## src/rtl/mem_pkg.sv

```systemverilog
// Shared definitions for the MEM pipeline stage: control-bit positions,
// ALU flag positions, branch condition codes and FSM state encoding.
package mem_pkg;

    localparam int unsigned SIG_MEM_READ  = 0;
    localparam int unsigned SIG_MEM_WRITE = 1;
    localparam int unsigned SIG_REG_WRITE = 2;
    localparam int unsigned SIG_BRANCH    = 3;

    localparam int unsigned FLAG_N = 3;
    localparam int unsigned FLAG_Z = 2;
    localparam int unsigned FLAG_C = 1;
    localparam int unsigned FLAG_V = 0;

    localparam int unsigned COND_W = 4;
    localparam int unsigned FLAG_W = 4;

    typedef enum logic [COND_W-1:0] {
        BR_EQ = 4'd0,
        BR_NE = 4'd1,
        BR_LT = 4'd2,
        BR_GE = 4'd3,
        BR_CS = 4'd4,
        BR_CC = 4'd5,
        BR_AL = 4'd6
    } br_code_t;

    typedef enum logic {
        IDLE = 1'b0,
        BUSY = 1'b1
    } state_t;

endpackage

```

## src/rtl/mem_stage_br_cond_unit.sv

```systemverilog
// Branch condition evaluator: condition select plus {N,Z,C,V} flags -> taken.
module br_cond_unit
    import mem_pkg::*;
(
    input  logic [COND_W-1:0] cond,
    input  logic [FLAG_W-1:0] flags,
    output logic              taken_c
);

    always_comb begin
        taken_c = 1'b0;
        case (cond)
            BR_EQ:   taken_c = flags[FLAG_Z];
            BR_NE:   taken_c = ~flags[FLAG_Z];
            BR_LT:   taken_c = flags[FLAG_N] ^ flags[FLAG_V];
            BR_GE:   taken_c = ~(flags[FLAG_N] ^ flags[FLAG_V]);
            BR_CS:   taken_c = flags[FLAG_C];
            BR_CC:   taken_c = ~flags[FLAG_C];
            BR_AL:   taken_c = 1'b1;
            default: taken_c = 1'b0;
        endcase
    end

endmodule

```

## src/rtl/mem_stage.sv

```systemverilog
// MEM pipeline stage: data-memory load/store over req/ack with timeout,
// branch resolution, and registered MEM/WB results.
module mem_stage
    import mem_pkg::*;
#(
    parameter int unsigned DW      = 32,
    parameter int unsigned RDW     = 4,
    parameter int unsigned SIGW    = 11,
    parameter int unsigned TIMEOUT = 64
) (
    input  logic            clk,
    input  logic            reset,
    input  logic            ex_valid,
    input  logic [3:0]      ex_br,
    input  logic [3:0]      ex_alu_cond,
    input  logic [DW-1:0]   ex_alu,
    input  logic [DW-1:0]   ex_adder,
    input  logic [DW-1:0]   ex_wdata,
    input  logic [RDW-1:0]  ex_rd,
    input  logic [SIGW-1:0] ex_signals,
    output logic            stall_ex,
    output logic            dmem_req,
    output logic            dmem_we,
    output logic [DW-1:0]   dmem_addr,
    output logic [DW-1:0]   dmem_wdata,
    input  logic            dmem_ack,
    input  logic [DW-1:0]   dmem_rdata,
    output logic            wb_valid,
    output logic [DW-1:0]   wb_data,
    output logic [RDW-1:0]  wb_rd,
    output logic            wb_reg_write,
    output logic            br_taken,
    output logic [DW-1:0]   br_target,
    output logic            mem_err
);

    localparam int unsigned CW = $clog2(TIMEOUT);
    localparam logic [CW-1:0] CNT_LAST = CW'(TIMEOUT - 1);

    state_t         state, state_nx;
    logic [CW-1:0]  cnt, cnt_nx;
    logic           req_nx, we_nx;
    logic [DW-1:0]  addr_nx, wdata_nx;
    logic           wb_valid_nx, wb_rw_nx, br_taken_nx, mem_err_nx;
    logic [DW-1:0]  wb_data_nx, br_target_nx;
    logic [RDW-1:0] wb_rd_nx;
    logic           stall_c;

    // Instruction context held while the memory access is in flight
    logic           cap_load, cap_rw, cap_br;
    logic [RDW-1:0] cap_rd;
    logic [DW-1:0]  cap_tgt;
    logic           cap_load_nx, cap_rw_nx, cap_br_nx;
    logic [RDW-1:0] cap_rd_nx;
    logic [DW-1:0]  cap_tgt_nx;

    logic mem_read, mem_write, reg_write, is_branch, mem_op, aligned, cond_taken;
    logic unused_sig;

    assign mem_read   = ex_signals[SIG_MEM_READ];
    assign mem_write  = ex_signals[SIG_MEM_WRITE];
    assign reg_write  = ex_signals[SIG_REG_WRITE];
    assign is_branch  = ex_signals[SIG_BRANCH];
    assign mem_op     = mem_read | mem_write;
    assign aligned    = (ex_alu[1:0] == 2'b00);
    assign unused_sig = ^ex_signals;

    br_cond_unit u_br_cond (
        .cond    (ex_br),
        .flags   (ex_alu_cond),
        .taken_c (cond_taken)
    );

    // Reset must kill the stall immediately, even with a mem op still presented
    assign stall_ex = stall_c & ~reset;

    always_ff @(posedge clk or posedge reset) begin
        if (reset) state <= IDLE;
        else       state <= state_nx;
    end

    always_comb begin
        state_nx     = state;
        stall_c      = 1'b0;
        cnt_nx       = cnt;
        req_nx       = dmem_req;
        we_nx        = dmem_we;
        addr_nx      = dmem_addr;
        wdata_nx     = dmem_wdata;
        wb_valid_nx  = 1'b0;
        wb_data_nx   = wb_data;
        wb_rd_nx     = wb_rd;
        wb_rw_nx     = wb_reg_write;
        br_taken_nx  = 1'b0;
        br_target_nx = br_target;
        mem_err_nx   = 1'b0;
        cap_load_nx  = cap_load;
        cap_rw_nx    = cap_rw;
        cap_br_nx    = cap_br;
        cap_rd_nx    = cap_rd;
        cap_tgt_nx   = cap_tgt;

        case (state)
            IDLE: begin
                if (ex_valid) begin
                    if (!mem_op) begin
                        wb_valid_nx = 1'b1;
                        wb_data_nx  = ex_alu;
                        wb_rd_nx    = ex_rd;
                        wb_rw_nx    = reg_write;
                        br_taken_nx = is_branch & cond_taken;
                        if (is_branch & cond_taken) br_target_nx = ex_adder;
                    end else if (!aligned) begin
                        mem_err_nx = 1'b1;
                    end else begin
                        stall_c     = 1'b1;
                        state_nx    = BUSY;
                        cnt_nx      = '0;
                        req_nx      = 1'b1;
                        we_nx       = mem_write;
                        addr_nx     = ex_alu;
                        wdata_nx    = ex_wdata;
                        cap_load_nx = ~mem_write;
                        cap_rw_nx   = reg_write & ~mem_write;
                        cap_br_nx   = is_branch & cond_taken;
                        cap_rd_nx   = ex_rd;
                        cap_tgt_nx  = ex_adder;
                    end
                end
            end
            BUSY: begin
                stall_c = 1'b1;
                if (dmem_ack) begin
                    state_nx    = IDLE;
                    cnt_nx      = '0;
                    req_nx      = 1'b0;
                    we_nx       = 1'b0;
                    wb_valid_nx = 1'b1;
                    wb_data_nx  = cap_load ? dmem_rdata : dmem_addr;
                    wb_rd_nx    = cap_rd;
                    wb_rw_nx    = cap_rw;
                    br_taken_nx = cap_br;
                    if (cap_br) br_target_nx = cap_tgt;
                end else if (cnt == CNT_LAST) begin
                    state_nx   = IDLE;
                    cnt_nx     = '0;
                    req_nx     = 1'b0;
                    we_nx      = 1'b0;
                    mem_err_nx = 1'b1;
                end else begin
                    cnt_nx = cnt + CW'(1);
                end
            end
            default: state_nx = IDLE;
        endcase
    end

    always_ff @(posedge clk or posedge reset) begin
        if (reset) begin
            cnt          <= '0;
            dmem_req     <= 1'b0;
            dmem_we      <= 1'b0;
            dmem_addr    <= '0;
            dmem_wdata   <= '0;
            wb_valid     <= 1'b0;
            wb_data      <= '0;
            wb_rd        <= '0;
            wb_reg_write <= 1'b0;
            br_taken     <= 1'b0;
            br_target    <= '0;
            mem_err      <= 1'b0;
            cap_load     <= 1'b0;
            cap_rw       <= 1'b0;
            cap_br       <= 1'b0;
            cap_rd       <= '0;
            cap_tgt      <= '0;
        end else begin
            cnt          <= cnt_nx;
            dmem_req     <= req_nx;
            dmem_we      <= we_nx;
            dmem_addr    <= addr_nx;
            dmem_wdata   <= wdata_nx;
            wb_valid     <= wb_valid_nx;
            wb_data      <= wb_data_nx;
            wb_rd        <= wb_rd_nx;
            wb_reg_write <= wb_rw_nx;
            br_taken     <= br_taken_nx;
            br_target    <= br_target_nx;
            mem_err      <= mem_err_nx;
            cap_load     <= cap_load_nx;
            cap_rw       <= cap_rw_nx;
            cap_br       <= cap_br_nx;
            cap_rd       <= cap_rd_nx;
            cap_tgt      <= cap_tgt_nx;
        end
    end

endmodule

```

## config.mk

```make
export PLATFORM = sky130hd
export DESIGN_NAME = mem_stage
export DESIGN_NICKNAME = d
export VERILOG_FILES = /design/src/rtl/mem_pkg.sv /design/src/rtl/mem_stage_br_cond_unit.sv /design/src/rtl/mem_stage.sv
export SDC_FILE = /design/constraint.sdc
export NUM_CORES = 1
export LEC_CHECK = 0
export BUFFER_PORTS_ARGS = -buffer_cell sky130_fd_sc_hd__buf_2
export CAP_MARGIN = 20
export CORE_MARGIN = 2
export CORE_UTILIZATION = 36
export CTS_BUF_LIST = sky130_fd_sc_hd__clkbuf_16
export CTS_CLUSTER_SIZE = 12
export DETAILED_ROUTE_END_ITERATION = 6
export PLACE_DENSITY = 0.74
export SYNTH_ARGS = -nofsm -noshare
export SYNTH_HDL_FRONTEND = slang
export SYNTH_SLANG_ARGS = --single-unit
```

## constraint.sdc

```tcl
create_clock -name clk -period 5.5 [get_ports clk]
set_clock_uncertainty 0.2 [all_clocks]
set_input_delay 0.55 -clock clk [delete_from_list [all_inputs] [get_ports clk]]
set_output_delay 0.55 -clock clk [all_outputs]
set_load 0.01 [all_outputs]
```

==> impl_metrics.tcl, run 1 <==
set metrics [dict create \
    synthCells 625 \
    maxSlewHeadroom 0.299 \
    wl_per_cell_um 16.6 \
    end_kind "output pin" \
    io_buffers 286 \
    crit_type "flip-flop to output pin" \
    fin_area_mm2 0.0104 \
    drtAntennaViolNets 0 \
    cellLeakagePower_uw 0.00510 \
    grt_pass1_wl_um 31300 \
    synth.net_count 781 \
    grt_overflow 0 \
    rows 54 \
    path_clk_slew_ns 0.07 \
    whs_ns 0.00805 \
    final-hold-violation-count 0 \
    drive_gt1_frac 0.546 \
    core-area_mm2 0.0220 \
    dieArea_mm2 0.0238 \
    cts_hold_buf 0 \
    worst-r2r-setup-slack_ns 2.78 \
    drc 0 \
    rsz0062_at_grt "false" \
    cts_setup_buffers 0 \
    synth_area_per_cell_um2 13.0 \
    worstPathRequired_ns 4.75 \
    cts_tree "done" \
    ir_drop_mv 0.189 \
    worst_slew_pin_slew_ns 1.05 \
    final_cells 1198 \
    fin_crit_ns 2.79 \
    grt_max_degree 82 \
    synth_area_mm2 0.00812 \
    cts_resized 0 \
    setup_violations 0 \
    ctsLongestPathBuffers 2 \
    clk_latency_ns 0.42 \
    yosysUniqueCellTypes 39 \
    hpwl_um 14000 \
    placed_area_mm2 0.00980 \
    initial_core_util 0.370 \
    first_pass_iters 5 \
    min_period_over_period 0.506 \
    wl_met2_um 9820 \
    critPathLaunchType "flip-flop" \
    grt_usage 0.168 \
    num-fill-cells 2027 \
    synth_seq_cells 184 \
    routed_wl_um 19900 \
    synthFlopType "dfrtp_1" \
    clock-sinks 184 \
    dp_cells 1162 \
    avgViaCountPerCell 4.85 \
    vias 5806 \
    slew_violations 0 \
    fmax_mhz 359 \
    syn2layout_area_growth_pct 28.2 \
    dr_wl_met3_um 1400 \
    cts_buffers 17 \
    die_h_um 154 \
    antenna_found_initial 3 \
    powerDensity_mw_per_mm2 408 \
    maxCapViolCount 0 \
    top_layer_used "met4" \
    yosys_warnings 0 \
    io_pins 294 \
    seq_area_frac_synth 0.567 \
    root_buffer "clkbuf_16" \
    die_width_um 154 \
    cp_max_fo 16 \
    h-tree-depth 4 \
    fin_setup_tns_ns 0 \
    synth_edf_count 0 \
    cp.arrival_ns 2.04 \
    place.gp.congestion 0.755 \
    hp-class "input pin to asynchronous set/reset pin" \
    status "completed" \
    wl_met1_um 8200 \
    fin_nets 1058 \
    async_reset_ff_frac 1.00 \
    grt_pass1_vias 5992 \
    drt-initial-drc-count 278 \
]
-- where the power goes --
part | total (uW) | switching (uW) | leakage, uW | internal, uW
clock | 1210 | 537 | 0.000279 | 671
sequential | 1930 | 222 | 0.00225 | 1710
combinational | 1110 | 509 | 0.00257 | 596
total | 4240 | 1270 | 0.00510 | 2970
-- registers in the layout, summed over array words and instances, names as in the netlist, 4 cells and up --
signal	flops
wb_rd	4
dmem_wdata	32
br_target	32
dmem_addr	32
cnt	6
wb_data	32
cap_tgt	32
cap_rd	4
-- cells in the mapped netlist (2+ instances only) --
library cell / count / area, um^2
dfrtp_1: 184 / 4600
mux2_2: 134 / 1510
o21ai_0: 44 / 220
nand2_1: 43 / 161
nor2_1: 41 / 154
mux2i_1: 37 / 370
a21oi_1: 36 / 180
mux2_4: 29 / 435
clkbuf_1: 17 / 63.8
buf_2: 15 / 75.1
inv_1: 5 / 18.8
nor2b_1: 4 / 25.0
a31oi_1: 3 / 18.8
buf_6: 3 / 33.8
a22o_1: 2 / 17.5
buf_1: 2 / 7.51
nand2b_1: 2 / 12.5
nand3_1: 2 / 10.0
xor2_1: 2 / 17.5
-- worst max-delay path: stages (launching register included) --
cell and delay (ns):
dfrtp_2 0.59, a31oi_1 0.77, nor2_1 0.09, buf_2 0.17
-- layout by cell type (no fill, tap or decap), drive strengths merged, types with 2 or more instances in the layout --
cell type and instances:
a22o 2, inv 9, xor2 2, or2 2, nor2b 5, clkbuf 17
nor3 2, diode 3, a31oi 3, clkinv 5, nand2 43, bufinv 2
mux2i 37, mux2 163, nand3 2, a21oi 36, nand2b 2, o21ai 45
clkinvlp 4, nor2 41, buf 296, dfrtp 184
-- final timing paths --
kind,start,end,cells past startpoint
max,state,stall_ex,3
min reg2reg,wb_data[28],wb_data[28],2
max in group asynchronous,reset,dmem_addr[0],3
max reg2reg,state,br_target[30],6
min in group clk,ex_wdata[9],dmem_wdata[9],2
min,reset,dmem_wdata[5],2
-- cell families (layout without fill, tap and decap cells) --
logic type                 count (synthesis)  in the layout  synth area share
muxes                                    200            200             0.285
DFF                                      184            184             0.567
and+or+nand+nor                          104            104            0.0563
AOI/OAI and AO/OA                         90             90            0.0613
buffers and inverters                     43            333            0.0254
xor gates and xnor gates                   3              3           0.00324
adders and majority gates                  1              1           0.00154
other                                      0              3                 0
-- through the flow --
stage	utilization	total power (uW)	worst slack [ns]
floorplan	-	2580	2.39
global placement	0.446	3020	2.65
global route	0.474	4490	2.58
detailed placement	0.446	3070	2.64
finish	0.474	4240	2.71
CTS	0.472	4310	2.69
-- area by class of cell --
type | count | area, um^2 | share of cell area
Multi-Input combinational cell | 398 | 3320 | 0.319
Timing Repair Buffer | 296 | 1530 | 0.147
Clock inverter | 15 | 149 | 0.0143
Sequential cell | 184 | 4610 | 0.443
Tap cell | 280 | 350 | 0.0337
Inverter | 5 | 22.5 | 0.00216
Antenna cell | 3 | 7.51 | 0.000721
Clock buffer | 17 | 425 | 0.0409
-- routing by layer --
metal  global-route usage  up-vias
met5                    0        -
met4               0.0636        0
met3               0.0530       27
met2                0.286      179
met1                0.198     2856
li1                     -     2744
Power figures use the tool's default switching activity.
==> run 2, diff against run 1 <==
--- a/config.mk
+++ b/config.mk
@@ -12,7 +12,7 @@
 export CTS_BUF_LIST = sky130_fd_sc_hd__clkbuf_16
 export CTS_CLUSTER_SIZE = 12
 export DETAILED_ROUTE_END_ITERATION = 6
-export PLACE_DENSITY = 0.74
+export PLACE_DENSITY = 0.71
 export SYNTH_ARGS = -nofsm -noshare
 export SYNTH_HDL_FRONTEND = slang
 export SYNTH_SLANG_ARGS = --single-unit
==> constraint.sdc (replaced) <==
create_clock -name clk -period 2.7 [get_ports clk]
set_clock_uncertainty 0.2 [all_clocks]
set_input_delay 0.27 -clock clk [delete_from_list [all_inputs] [get_ports clk]]
set_output_delay 0.27 -clock clk [all_outputs]
set_load 0.01 [all_outputs]
==> impl_metrics.tcl, run 2 (synthesis gave the netlist of run 1 again) <==
set metrics [dict create \
    status "completed" \
    cp.arrival_ns 2.60 \
    place.gp.congestion 0.757 \
    maxCapViolCount 0 \
    p_sw_frac 0.296 \
    internal_power_uw 6270 \
    antenna_found_initial 5 \
    fmax_mhz 400 \
    final_common_cell "buf_2" \
    rows 54 \
    root_buffer "clkbuf_16" \
    cts_resized 0 \
    core-area_mm2 0.0220 \
    vias 6234 \
    ctsLongestPathBuffers 2 \
    fin_area_mm2 0.0116 \
    clkPwrFrac 0.289 \
    crit_type "input pin to flip-flop" \
    path_clk_slew_ns 0.07 \
    pwr-share-seq 0.434 \
    ir_drop_mv 0.444 \
    pre_cts_ws_ns 0.318 \
    critPathLaunchType "input pin" \
    maxSlewHeadroom 0.542 \
    syn2layout_area_growth_pct 42.4 \
    routed_wl_um 21300 \
    drc 0 \
    grt_max_degree 76 \
    avgViaCountPerCell 4.78 \
    drt-initial-drc-count 289 \
    placed_area_mm2 0.00993 \
    grt_pass1_wl_um 34100 \
    die_width_um 154 \
    final_cells 1305 \
    first_pass_iters 4 \
    final-hold-violation-count 0 \
    io_buffers 286 \
    drive_gt1_frac 0.494 \
    fin_nets 1165 \
    cellLeakagePower_uw 0.00560 \
    clock-sinks 184 \
    hold_depth 4 \
    cts_tree "done" \
    cts_buffers 17 \
    cp_max_fo 32 \
    fin_setup_tns_ns 0 \
    powerDensity_mw_per_mm2 771 \
    min_period_over_period 0.926 \
    power_frac_comb 0.277 \
    grt_usage 0.181 \
    fin_crit_ns 2.50 \
    initial_core_util 0.370 \
    setup_ws_ns 0.201 \
    worstPathRequired_ns 2.80 \
    rsz0062_at_grt "false" \
    dp_cells 1168 \
    worst_slew_pin_slew_ns 0.687 \
    hp-class "input pin to flip-flop" \
    dieArea_mm2 0.0238 \
    io_pins 294 \
    clk_latency_ns 0.42 \
    end_kind "flip-flop" \
    power_switching_uw 2640 \
    h-tree-depth 4 \
    die_h_um 154 \
    hpwl_um 13700 \
    wl_per_cell_um 16.3 \
    drtAntennaViolNets 0 \
    total_power_uw 8910 \
    reg2regPathDepth 6 \
    grt_pass1_vias 6623 \
    grt_overflow 0 \
    setup_violations 0 \
    slew_violations 0 \
    layout_common_cells "286 x buf_2, 182 x dfrtp_1, 134 x mux2_2" \
]
run 2: cell types whose count changed in the layout (fill, tap and decap cells not counted), sizes merged:
cell         delta
bufinv          +1
clkinvlp        -2
dlygate4sd3   +102
buf             +5
inv             +1
run 2: path summary, 6_finish.rpt:
| kind | startpoint | end | slack (ns) |
|---|---|---|---|
| min in group asynchronous | reset | cap_tgt[23] | 0.29 |
| worst max register to register | state | br_target[29] | 0.39 |
| worst min-delay path | dmem_ack | cnt[2] | 0.03 |
| worst min register to register | wb_data[7] | wb_data[7] | 0.27 |
| worst max-delay path | ex_signals[1] | br_target[29] | 0.20 |
| max in group asynchronous | reset | br_target[31] | 1.31 |
run 2: final cells by class:
type	count	area, um^2
tap	280	350
fill	1890	10400
timing repair buffer	403	2650
multi-input combinational	398	3320
sequential	184	4610
antenna	3	7.51
clock buffer	17	425
clock inverter	15	175
inverter	5	22.5
run 2: per-stage QoR:
step	hold WS, ns	utilization
after CTS	0.00371	0.526
after floorplan	0.155	-
after global placement	0.209	0.452
after global routing	0.0251	0.526
final	0.0260	0.526
after detailed placement	0.209	0.452
run 2: critical path: stages:
cell and delay (ns):
dlygate4sd3_1 0.54, buf_2 0.16, or2_1 0.27, nor2b_2 0.19, a31oi_1 0.09, a311oi_4 0.37
buf_12 0.32, mux2_2 0.37
run 2: what timing repair did:
item,CTS,global route
hold buffers,102,0
setup buffers,0,0
hold endpoints to repair,158,0
run 2: routing by layer:
| layer | part of all wire | track usage | wire length, um |
|---|---|---|---|
| met1 | 0.43 | 0.222 | 9140 |
| met2 | 0.49 | 0.307 | 10400 |
| met3 | 0.058 | 0.0546 | 1230 |
| met4 | 0.022 | 0.0601 | 476 |
| met5 | 0.00099 | 0 | 21 |
run 2: power groups by stage:
stage | Clock, uW | Sequential (uW) | Combinational, uW
2_1_floorplan | 0 | 4150 | 1110
3_3_place_gp | 0 | 3890 | 2320
3_5_place_dp | 0 | 3910 | 2380
4_1_cts | 2660 | 3870 | 2490
5_1_grt | 2770 | 3980 | 2680
6_report | 2580 | 3870 | 2470
==> run 3, diff against run 2 <==
--- a/config.mk
+++ b/config.mk
@@ -7,7 +7,6 @@
 export LEC_CHECK = 0
 export BUFFER_PORTS_ARGS = -buffer_cell sky130_fd_sc_hd__buf_2
 export CAP_MARGIN = 20
-export CORE_MARGIN = 2
 export CORE_UTILIZATION = 36
 export CTS_BUF_LIST = sky130_fd_sc_hd__clkbuf_16
 export CTS_CLUSTER_SIZE = 12
@@ -15,4 +14,5 @@
 export PLACE_DENSITY = 0.71
 export SYNTH_ARGS = -nofsm -noshare
 export SYNTH_HDL_FRONTEND = slang
+export SYNTH_HIERARCHICAL = 1
 export SYNTH_SLANG_ARGS = --single-unit
==> impl_metrics.tcl, run 3 <==
set metrics [dict create \
    routed_wl_um 20200 \
    synth.most_common_cell "dfrtp_1" \
    cts_resized 0 \
    seq_area_mm2 0.00461 \
    hp-class "input pin to flip-flop" \
    cellLeakagePower_uw 0.00558 \
    worst_slew_pin_slew_ns 0.656 \
    hpwl_um 13500 \
    grt_max_degree 61 \
    r2r_start "state" \
    yosysUniqueCellTypes 40 \
    layout_common_cells "286 x buf_2, 182 x dfrtp_1, 181 x mux2_2" \
    synth.net_count 752 \
    critPathLaunchType "flip-flop" \
    grt_pass1_vias 6464 \
    path_clk_slew_ns 0.07 \
    synthCells 596 \
    clk_latency_ns 0.42 \
    synth_seq_cells 184 \
    num-fill-cells 1901 \
    wl_per_cell_um 15.8 \
    crit_type "flip-flop to output pin" \
    cts_buffers 17 \
    avgViaCountPerCell 4.80 \
    h-tree-depth 4 \
    min_from "ex_valid" \
    die_h_um 153 \
    seq_area_frac_synth 0.561 \
    io_buffers 286 \
    antenna_found_initial 0 \
    grt_usage 0.178 \
    synth_area_mm2 0.00820 \
    maxSlewHeadroom 0.561 \
    clock-sinks 184 \
    cp_max_fo 59 \
    fin_crit_ns 2.39 \
    drtAntennaViolNets 0 \
    powerDensity_mw_per_mm2 755 \
    cts_setup_buffers 0 \
    cp.arrival_ns 1.92 \
    grt_pass1_wl_um 32900 \
    fin_nets 1137 \
    cts_tree "done" \
    fmax_mhz 418 \
    io_pins 294 \
    end_kind "output pin" \
    final_common_cell "buf_2" \
    hold_end "dmem_we" \
    dieArea_mm2 0.0234 \
    synth_area_leaders "dfrtp_1 56%, mux2_2 25%, mux2i_1 4.8%" \
    fin_util 0.522 \
    ctsLongestPathBuffers 2 \
    r2r_end "br_target[0]" \
    setup_violations 0 \
    reg2regPathDepth 4 \
    synth_edf_count 0 \
    final-hold-violation-count 0 \
    ir_drop_mv 0.407 \
    syn2layout_area_growth_pct 40.7 \
    synth_top_area_cell "dfrtp_1" \
    async_reset_ff_frac 1.00 \
    maxCapViolCount 0 \
    status "completed" \
    synth_area_per_cell_um2 13.8 \
    first_pass_iters 6 \
    synthFlopType "dfrtp_1" \
    cts_hold_buf 102 \
    root_buffer "clkbuf_16" \
    yosysTopAreaCellShare 0.561 \
    total_power_uw 8710 \
    slew_violations 0 \
    hold_depth 3 \
    place.gp.congestion 0.796 \
    core-area_mm2 0.0221 \
    worst-r2r-setup-slack_ns 0.40 \
    drt-initial-drc-count 255 \
    die_width_um 153 \
    yosys_warnings 6 \
    yosys-top-cells-count "184 x dfrtp_1, 181 x mux2_2, 39 x mux2i_1, 35 x a21oi_1, 35 x nor2_1" \
    rows 54 \
    vias 6111 \
    min_period_over_period 0.886 \
    drive_gt1_frac 0.538 \
    multi_input_area_mm2 0.00338 \
    initial_core_util 0.371 \
    rsz0062_at_grt "false" \
    grt_overflow 0 \
    worstPathRequired_ns 2.23 \
    drc 0 \
]
## run 3: cell count changes in the layout (fill, tap and decap cells not counted), moves of 8 or more
cell / previous run / this run
nand2_1: 43 / 8
o211ai_1: 0 / 8
mux2_4: 29 / 14
mux2_2: 134 / 181
o21ai_0: 44 / 8
## run 3: critical path, stage by stage, from the launching register on
cell	delay (ns)
dfrtp_4	0.51
buf_4	0.32
a21oi_1	0.45
nor2_1	0.07
buf_2	0.15
## run 3: cells by family after synthesis
group                    share of synthesized area
AND/OR/NAND/NOR                             0.0386
XOR/XNOR                                   0.00214
buffers and inverters                       0.0284
AO/OA/AOI/OAI                               0.0465
multiplexers                                 0.322
adder cells (fa/ha/maj)                    0.00152
flip-flops                                   0.561
## run 3: worst max path at each step
stage	startpoint	end	slack, ns	cells after the start
detailed placement	ex_br[2]	br_target[3]	0.39	9
global route	state	stall_ex	0.14	4
floorplan	reset	br_taken	-0.13	1
CTS	state	stall_ex	0.26	4
global placement	ex_br[2]	br_target[3]	0.41	9
finish	state	stall_ex	0.31	4
## run 3: metal layers
layer,vias up,part of all wire,track usage
met5,-,0,0
met4,0,0.012,0.0524
met3,16,0.055,0.0516
met2,175,0.52,0.320
met1,3014,0.42,0.204
li1,2906,-,-
## run 3: power breakdown
part	internal [uW]	leakage [uW]	switching [uW]
combinational	1340	0.00309	1120
sequential	3490	0.00222	395
clock	1280	0.000273	1090
total	6110	0.00558	2600
## run 3: cell type report
class,instances,share of cell area
antenna,1,0.000217
clock buffer,17,0.0369
clock inverter,13,0.0105
inverter,8,0.00293
multi-input combinational,368,0.293
sequential,184,0.399
tap,280,0.0304
timing repair buffer,402,0.227
## run 3: per-stage QoR
| stage | cells | worst slack [ns] | hold slack (ns) | setup TNS [ns] | cell area (um^2) |
|---|---|---|---|---|---|
| final | 1273 | 0.307 | 0.0482 | 0 | 11500 |
| after floorplan | 596 | -0.135 | 0.210 | -24.75 | 8210 |
| after CTS | 1272 | 0.260 | 0.0114 | 0 | 11500 |
| after global routing | 1272 | 0.141 | 0.0120 | 0 | 11500 |
| after detailed placement | 1140 | 0.391 | 0.219 | 0 | 9970 |
| after global placement | 1140 | 0.407 | 0.224 | 0 | 9970 |
